[config.mk]
export PLATFORM = sky130hd
export DESIGN_NAME = data_mem_arbiter
export DESIGN_NICKNAME = d
export VERILOG_FILES = /design/src/rtl/data_mem_arbiter.sv
export SDC_FILE = /design/constraint.sdc
export NUM_CORES = 1
export LEC_CHECK = 0
export CAP_MARGIN = 30
export CELL_PAD_IN_SITES_DETAIL_PLACEMENT = 0
export CELL_PAD_IN_SITES_GLOBAL_PLACEMENT = 2
export CORE_MARGIN = 5
export CORE_UTILIZATION = 18
export DETAILED_ROUTE_END_ITERATION = 8
export PLACE_DENSITY_LB_ADDON = 0.05
export RECOVER_POWER = 50
export SLEW_MARGIN = 10
export SYNTH_ARGS = -nofsm -noshare
export SYNTH_HDL_FRONTEND = slang
export SYNTH_SLANG_ARGS = --single-unit
[constraint.sdc]
create_clock -name CLK -period 1.84 [get_ports CLK]
set_input_delay 0.276 -clock CLK [delete_from_list [all_inputs] [get_ports CLK]]
set_output_delay 0.276 -clock CLK [all_outputs]
set_load 0.1 [all_outputs]
[src/rtl/data_mem_arbiter.sv]
// Two-port arbiter sharing one 256x8 data memory between the load/store unit (port 0)
// and the loader/debug port (port 1): combinational grant, registered read return.
module data_mem_arbiter #(
  parameter int unsigned FIXED_PRIO   = 0,
  parameter int unsigned STARVE_LIMIT = 4
) (
  input  logic       CLK,
  input  logic       RST_n,
  input  logic       req0,
  input  logic       req1,
  input  logic       we0,
  input  logic       we1,
  input  logic [7:0] addr0,
  input  logic [7:0] addr1,
  input  logic [7:0] wdata0,
  input  logic [7:0] wdata1,
  input  logic       lock0,
  input  logic       lock1,
  output logic       gnt0,
  output logic       gnt1,
  output logic       rvalid0,
  output logic       rvalid1,
  output logic [7:0] rdata0,
  output logic [7:0] rdata1,
  output logic [7:0] mem_addr,
  output logic [7:0] mem_wdata,
  output logic       mem_we,
  input  logic [7:0] mem_rdata
);

  localparam int unsigned AW = 8;
  localparam int unsigned DW = 8;
  localparam int unsigned SW = 4;
  localparam logic [SW-1:0] STARVE_MAX = '1;
  localparam logic [SW-1:0] STARVE_THR = SW'(STARVE_LIMIT);
  localparam bit            FIXED      = (FIXED_PRIO != 0);

  typedef enum logic [1:0] {
    OWN_NONE = 2'd0,
    OWN_P0   = 2'd1,
    OWN_P1   = 2'd2
  } owner_e;

  owner_e        owner;
  logic          last;
  logic [SW-1:0] starve;

  logic          win_vld_c;
  logic          win_c;
  logic          win_lock_c;

  // Winner selection: held lock first, then single requester, then RR / fixed with relief.
  always_comb begin
    win_vld_c = 1'b0;
    win_c     = 1'b0;
    if (owner == OWN_P0 && req0) begin
      win_vld_c = 1'b1;
      win_c     = 1'b0;
    end else if (owner == OWN_P1 && req1) begin
      win_vld_c = 1'b1;
      win_c     = 1'b1;
    end else if (req0 && !req1) begin
      win_vld_c = 1'b1;
      win_c     = 1'b0;
    end else if (req1 && !req0) begin
      win_vld_c = 1'b1;
      win_c     = 1'b1;
    end else if (req0 && req1) begin
      win_vld_c = 1'b1;
      if (FIXED) win_c = (starve >= STARVE_THR);
      else       win_c = ~last;
    end
    // No grants and no memory writes while reset is held.
    if (!RST_n) win_vld_c = 1'b0;
  end

  // Memory-side datapath mux.
  always_comb begin
    gnt0       = win_vld_c & ~win_c;
    gnt1       = win_vld_c &  win_c;
    mem_we     = 1'b0;
    mem_addr   = '0;
    mem_wdata  = '0;
    win_lock_c = 1'b0;
    if (win_vld_c) begin
      if (win_c) begin
        mem_we     = we1;
        mem_addr   = AW'(addr1);
        mem_wdata  = DW'(wdata1);
        win_lock_c = lock1;
      end else begin
        mem_we     = we0;
        mem_addr   = AW'(addr0);
        mem_wdata  = DW'(wdata0);
        win_lock_c = lock0;
      end
    end
  end

  always_ff @(posedge CLK or negedge RST_n) begin
    if (!RST_n) begin
      owner   <= OWN_NONE;
      last    <= 1'b1;
      starve  <= '0;
      rvalid0 <= 1'b0;
      rvalid1 <= 1'b0;
      rdata0  <= '0;
      rdata1  <= '0;
    end else begin
      rvalid0 <= 1'b0;
      rvalid1 <= 1'b0;
      if (win_vld_c) begin
        last <= win_c;
        if (win_lock_c) owner <= win_c ? OWN_P1 : OWN_P0;
        else            owner <= OWN_NONE;
        if (!mem_we) begin
          if (win_c) begin
            rvalid1 <= 1'b1;
            rdata1  <= mem_rdata;
          end else begin
            rvalid0 <= 1'b1;
            rdata0  <= mem_rdata;
          end
        end
      end else begin
        // No winner means the owner (if any) dropped its request.
        owner <= OWN_NONE;
      end
      // Refusal counter for port 1; only meaningful under fixed priority.
      if (!FIXED || !req1 || gnt1) starve <= '0;
      else if (starve != STARVE_MAX) starve <= starve + 4'd1;
    end
  end

endmodule

## Word level (Yosys, flattened, before mapping)

Index checks and enable logic that the tools add are counted.

- Logic and storage cells: 50
- Flip-flop bits (word level): 21
- Bits of input ports: 48

- Reductions and logical operators: 9
- Bitwise operators: 5
- Equal/unequal tests: 2
- Mux-type cells: 28

Operators by type and width:

| cell | count |
|---|---|
| $mux W8 | 4 |
| $mux W1 | 21 |
| $mux W2 | 3 |
| $reduce_and A3 Y1 | 2 |
| $logic_and A1 B1 Y1 | 5 |
| $not A1 Y1 | 3 |
| $and A1 B1 Y1 | 2 |
| $eq A2 B1 Y1 const B | 1 |
| $eq A2 B2 Y1 const B | 1 |
| $logic_not A1 Y1 | 2 |

## Longest topological paths before layout

Gate-level depths: netlist of the first run.

- Word-level depth: 10
- Mapped depth: 5

## Worst setup path before layout of the first run

No wires, ideal clock.

- Kind: register -> output
- Start point: register last
- End point: output port mem_addr[0]
- Arrival: 2,235 ps
- Setup slack: -671 ps
- Cell stages (with the launch flop): 5
- Cells stage by stage: dfstp_2 -> nor2b_4 -> o2111a_1 -> buf_2 -> a22o_1

- Cells in the longest elaborated chain, start to end: 8

RTL lines:

| element | line | source |
|---|---|---|
| start: declaration | 45 | `logic last;` |
| start signal: assignment | 113 | `last <= win_c;` |
| $not A1 Y1 | 71 | `else win_c = ~last;` |
| $mux W1 | 68 | `end else if (req0 && req1) begin` |
| $mux W1 | 65 | `end else if (req1 && !req0) begin` |
| $mux W1 | 62 | `end else if (req0 && !req1) begin` |
| $mux W1 | 59 | `end else if (owner == OWN_P1 && req1) begin` |
| $mux W1 | 56 | `if (owner == OWN_P0 && req0) begin` |
| $mux W8 | 86 | `if (win_c) begin` |
| $mux W8 | 85 | `if (win_vld_c) begin` |
| end: declaration | 25 | `output logic [7:0] mem_addr,` |

No other way between the ends.

## Final worst setup path of the first run

- Start point: register last
- End point: output port mem_wdata[3]

- Cells in the longest elaborated chain, start to end: 8

RTL lines:

| element | line | source |
|---|---|---|
| $not A1 Y1 | 71 |  |
| $mux W1 | 68 |  |
| $mux W1 | 65 |  |
| $mux W1 | 62 |  |
| $mux W1 | 59 |  |
| $mux W1 | 56 |  |
| $mux W8 | 86 |  |
| $mux W8 | 85 |  |
| end: declaration | 26 | `output logic [7:0] mem_wdata,` |

No other way between the ends.

==> summary.md, run 1 <==
| Metric | Value |
|---|---|
| 1st-iter DRT viols | 20 |
| Via count | 990 |
| Dpl ws | -0.260 ns |
| Failing checks | negative setup slack |
| Final min period | 1.99 ns |
| CTS tree | built |
| Clock sinks | 21 |
| Reg clk slew, reported paths | 0.07 ns |
| F_max | 503 MHz |
| Design Area, Final | 0.00246 sq mm |
| Max_cap viols | 0 |
| Top sig layer | met4 |
| H-tree Lvls | 1 |
| CTS root buf | clkbuf_8 |
| Die area | 0.00759 sq mm |
| Buffers & Inverters on Critical Path | 2 |
| Global placement routability congestion | 0.626 |
| Power per cell area | 1050 mW/mm^2 |
| Setup-failing EPs final | 18 |
| VDD IR max | 574 uV |
| Final Hold Viols | 0 |
| # DRC | 0 |
| Slowest cell delay on critical path | 0.55 ns |
| Mapped Area | 0.00107 sq mm |
| RSZ-0062 raised after global routing | yes |
| Async SR Flop Fraction | 100% |
| Fin. max-slew vios | 0 |
| Final nets | 218 |
| Leakage power | 1.13 nW |
| CP Data Arrival Time | 1.71 ns |
| I/O Buffers | 84 |
| Syn_area_per_cell | 14.3 sq um |
| Count of different cell masters after synthesis | 18 |
| Largest net degree at the start of global routing | 22 |
| Worst Clk Skew | 0.00244 ns |
| Gr ovfl total | 0 |
| Crit-path max FO | 8 |
| Cell row count | 28 |
| Predominant post-synthesis flop cell | dfrtp_1 |
| Initial DRT Pass Iterations | 3 |
| Met2 Routed Length | 1780 um |
| Die width | 87.1 um |
| Die Y | 87.1 um |
| Number of vias per cell | 4.04 |
| M1 WL | 1400 um |
| Sequential cell area fraction in the yosys report | 49.2% |
| Largest area contributor in the netlist | dfrtp_1 |
| Synth warn | 0 |
| Share of the synthesized area in the top cell type | 46.7% |
| Worst setup SP type | register |
| Number of global-route vias before repair | 1169 |
| #FFs+latches synth | 21 |
| DR WL/cell | 14.8 um |
| Area contributors post-synth | dfrtp_1 47%, mux2_4 22%, a22o_1 14% |
| Core area | 0.00585 sq mm |
| Slowest CP cell | dfstp_2 |
| Layout area overhead | 129% |
| Cells after Synth | 75 |
| Worst slew pin tran | 1.08 ns |
| Fin crit share | 108% |
| CTS Hold Bufs | 0 |
| Gr usage total | 9.70% |
| Clock Latency Late Sink | 0.25 ns |
| Final worst slack | -0.147 ns |
| CTS max path bufs | 2 |
| Post-synth EDFFs | 0 |
| Required @ worst endpoint | 1.56 ns |
| Status | finished, violations left |
| Crit end category | output port |
| Initial antenna violation count | 1 |
| Syn Nets | 123 |
| DP Area | 0.00228 sq mm |
| Top delay family on crit path | flip-flops |
| Filler cells | 551 |
| CP cell instances | nor2b_4 -> o2111a_2 -> buf_8 -> a22o_4 -> buf_12 |
| Hold Path Class | input pin to asynchronous set/reset pin |
| Routed Wire Length | 3640 um |
| First-pass GRT wire length | 5720 um |
| Total CTS buffers | 3 |
| Post-route ant nets | 0 |
| # IOs | 85 |
| Initial Utilization | 18.3% |
| Routed met3 length | 412 um |
| DP Wirelength | 2900 um |
| Share of post-route cells with drive strength above 1 | 53.3% |
| Max-slew headroom | 27.8% |
| WS Path Type | register to output port |
## stage by stage
stage                     instances  util (%)  TNS [ns]  hold WS, ns  power (mW)
after floorplan                  75         -    -0.607      -0.0196        1.79
after global placement          238      38.9     -5.84        0.494        2.26
after detailed placement        238      38.9     -6.34        0.497        2.27
after CTS                       244      42.1     -3.00        0.103        2.63
after global routing            245      42.0     -4.38        0.131        2.67
final                           245      42.0     -2.52        0.119        2.58
## layout by cell type (no fill, tap or decap)
cell type	Yosys	routed
inv_1	1	1
clkbuf_2	0	5
o2111a_2	0	1
buf_8	0	1
nor2b_4	1	1
nor2_1	1	1
nand2b_1	3	2
a221oi_4	0	1
buf_6	2	5
nand2b_4	0	1
dfrtp_1	20	20
buf_12	0	22
a21oi_1	1	1
and2_1	3	2
diode_2	0	1
clkbuf_1	0	2
dlygate4sd2_1	0	3
clkdlybuf4s50_1	0	44
buf_4	2	14
clkbuf_4	0	1
nand3b_1	1	1
and2_4	0	1
a22o_4	0	17
nand2_1	1	1
clkbuf_8	0	3
dfstp_2	1	1
mux2_4	16	16
nor2b_1	1	1
## logic make-up (layout without fill, tap and decap cells)
group,Yosys count,in the layout,synth area share [%]
other,0,1,0
AOI/OAI and AO/OA,20,20,16.8
buffers and inverters,7,101,4.79
and+or+nand+nor,11,11,6.78
muxes,16,16,22.4
DFF,21,21,49.2
## power by group
part / switching, mW / internal (mW) / leakage (nW)
clock network: 0.141 / 0.154 / 0.0228
logic: 1.13 / 0.536 / 0.851
registers: 0.0575 / 0.562 / 0.255
total: 1.33 / 1.25 / 1.13
## area by class of cell
class / count / area, sq um / share of cell area, %
timing repair buffer: 96 / 1120 / 45.6
multi-input combinational: 47 / 664 / 27.1
sequential: 21 / 527 / 21.4
tap: 75 / 93.8 / 3.82
clock buffer: 4 / 45.0 / 1.83
inverter: 1 / 3.75 / 0.153
antenna: 1 / 2.50 / 0.102
## timing repair
action | 4_1_cts | 5_1_grt
cloned | 1 | 0
gates resized for setup | 24 | 1
pin swaps | 19 | 1
hold endpoints to repair | 0 | 0
endpoints found under the setup margin | 19 | 35
setup buffers | 1 | 0
## per-layer routing
layer | up-vias | global-route usage (%)
li1 | 468 | -
met1 | 466 | 11.0
met2 | 52 | 16.2
met3 | 4 | 3.97
met4 | 0 | 3.77
met5 | - | 0
## worst reg2reg max path, stage by stage (launching register included)
cell	delay, ns
dfstp_2	0.55
nor2b_4	0.18
o2111a_2	0.27
nor2b_1	0.24
buf_12	0.17
mux2_4	0.31
## flip-flops by register name (all words and copies together), names as in the netlist
signal and count:
owner 2, rdata0 8, rvalid0 1, last 1, rdata1 8, rvalid1 1
## synthesized netlist by cell type (2+ instances only)
cell type / n
dfrtp_1: 20
a22o_1: 17
mux2_4: 16
and2_1: 3
nand2b_1: 3
buf_2: 2
buf_4: 2
buf_6: 2
## worst paths after layout
check                               end  slack [ns]       from  depth (start not counted)
max                        mem_wdata[3]       -0.15       last                          5
min                            owner[0]        0.12      RST_n                          2
max reg2reg                   rdata0[1]        0.02       last                          5
min reg2reg                   rdata0[0]        0.52  rdata0[0]                          1
max in group asynchronous     rdata0[7]        0.69      RST_n                          2
min in group CLK                   last        0.46       req1                          3
(Power assumes the default switching activity.)
==> inputs of run 2 (changes only) <==
--- a/config.mk
+++ b/config.mk
@@ -11,6 +11,7 @@
 export CORE_MARGIN = 5
 export CORE_UTILIZATION = 18
 export DETAILED_ROUTE_END_ITERATION = 8
+export GPL_ROUTABILITY_DRIVEN = 0
 export PLACE_DENSITY_LB_ADDON = 0.05
 export RECOVER_POWER = 50
 export SLEW_MARGIN = 10
==> results of run 2 <==
Final layout, timing and power as in run 1 (identical DEF).
==> inputs of run 3 (changes only) <==
--- a/config.mk
+++ b/config.mk
@@ -10,11 +10,11 @@
 export CELL_PAD_IN_SITES_GLOBAL_PLACEMENT = 2
 export CORE_MARGIN = 5
 export CORE_UTILIZATION = 18
+export CTS_CLUSTER_SIZE = 24
 export DETAILED_ROUTE_END_ITERATION = 8
 export GPL_ROUTABILITY_DRIVEN = 0
 export PLACE_DENSITY_LB_ADDON = 0.05
 export RECOVER_POWER = 50
-export SLEW_MARGIN = 10
 export SYNTH_ARGS = -nofsm -noshare
 export SYNTH_HDL_FRONTEND = slang
 export SYNTH_SLANG_ARGS = --single-unit
==> results of run 3 <==
Final layout, timing and power as in run 1 (identical DEF).
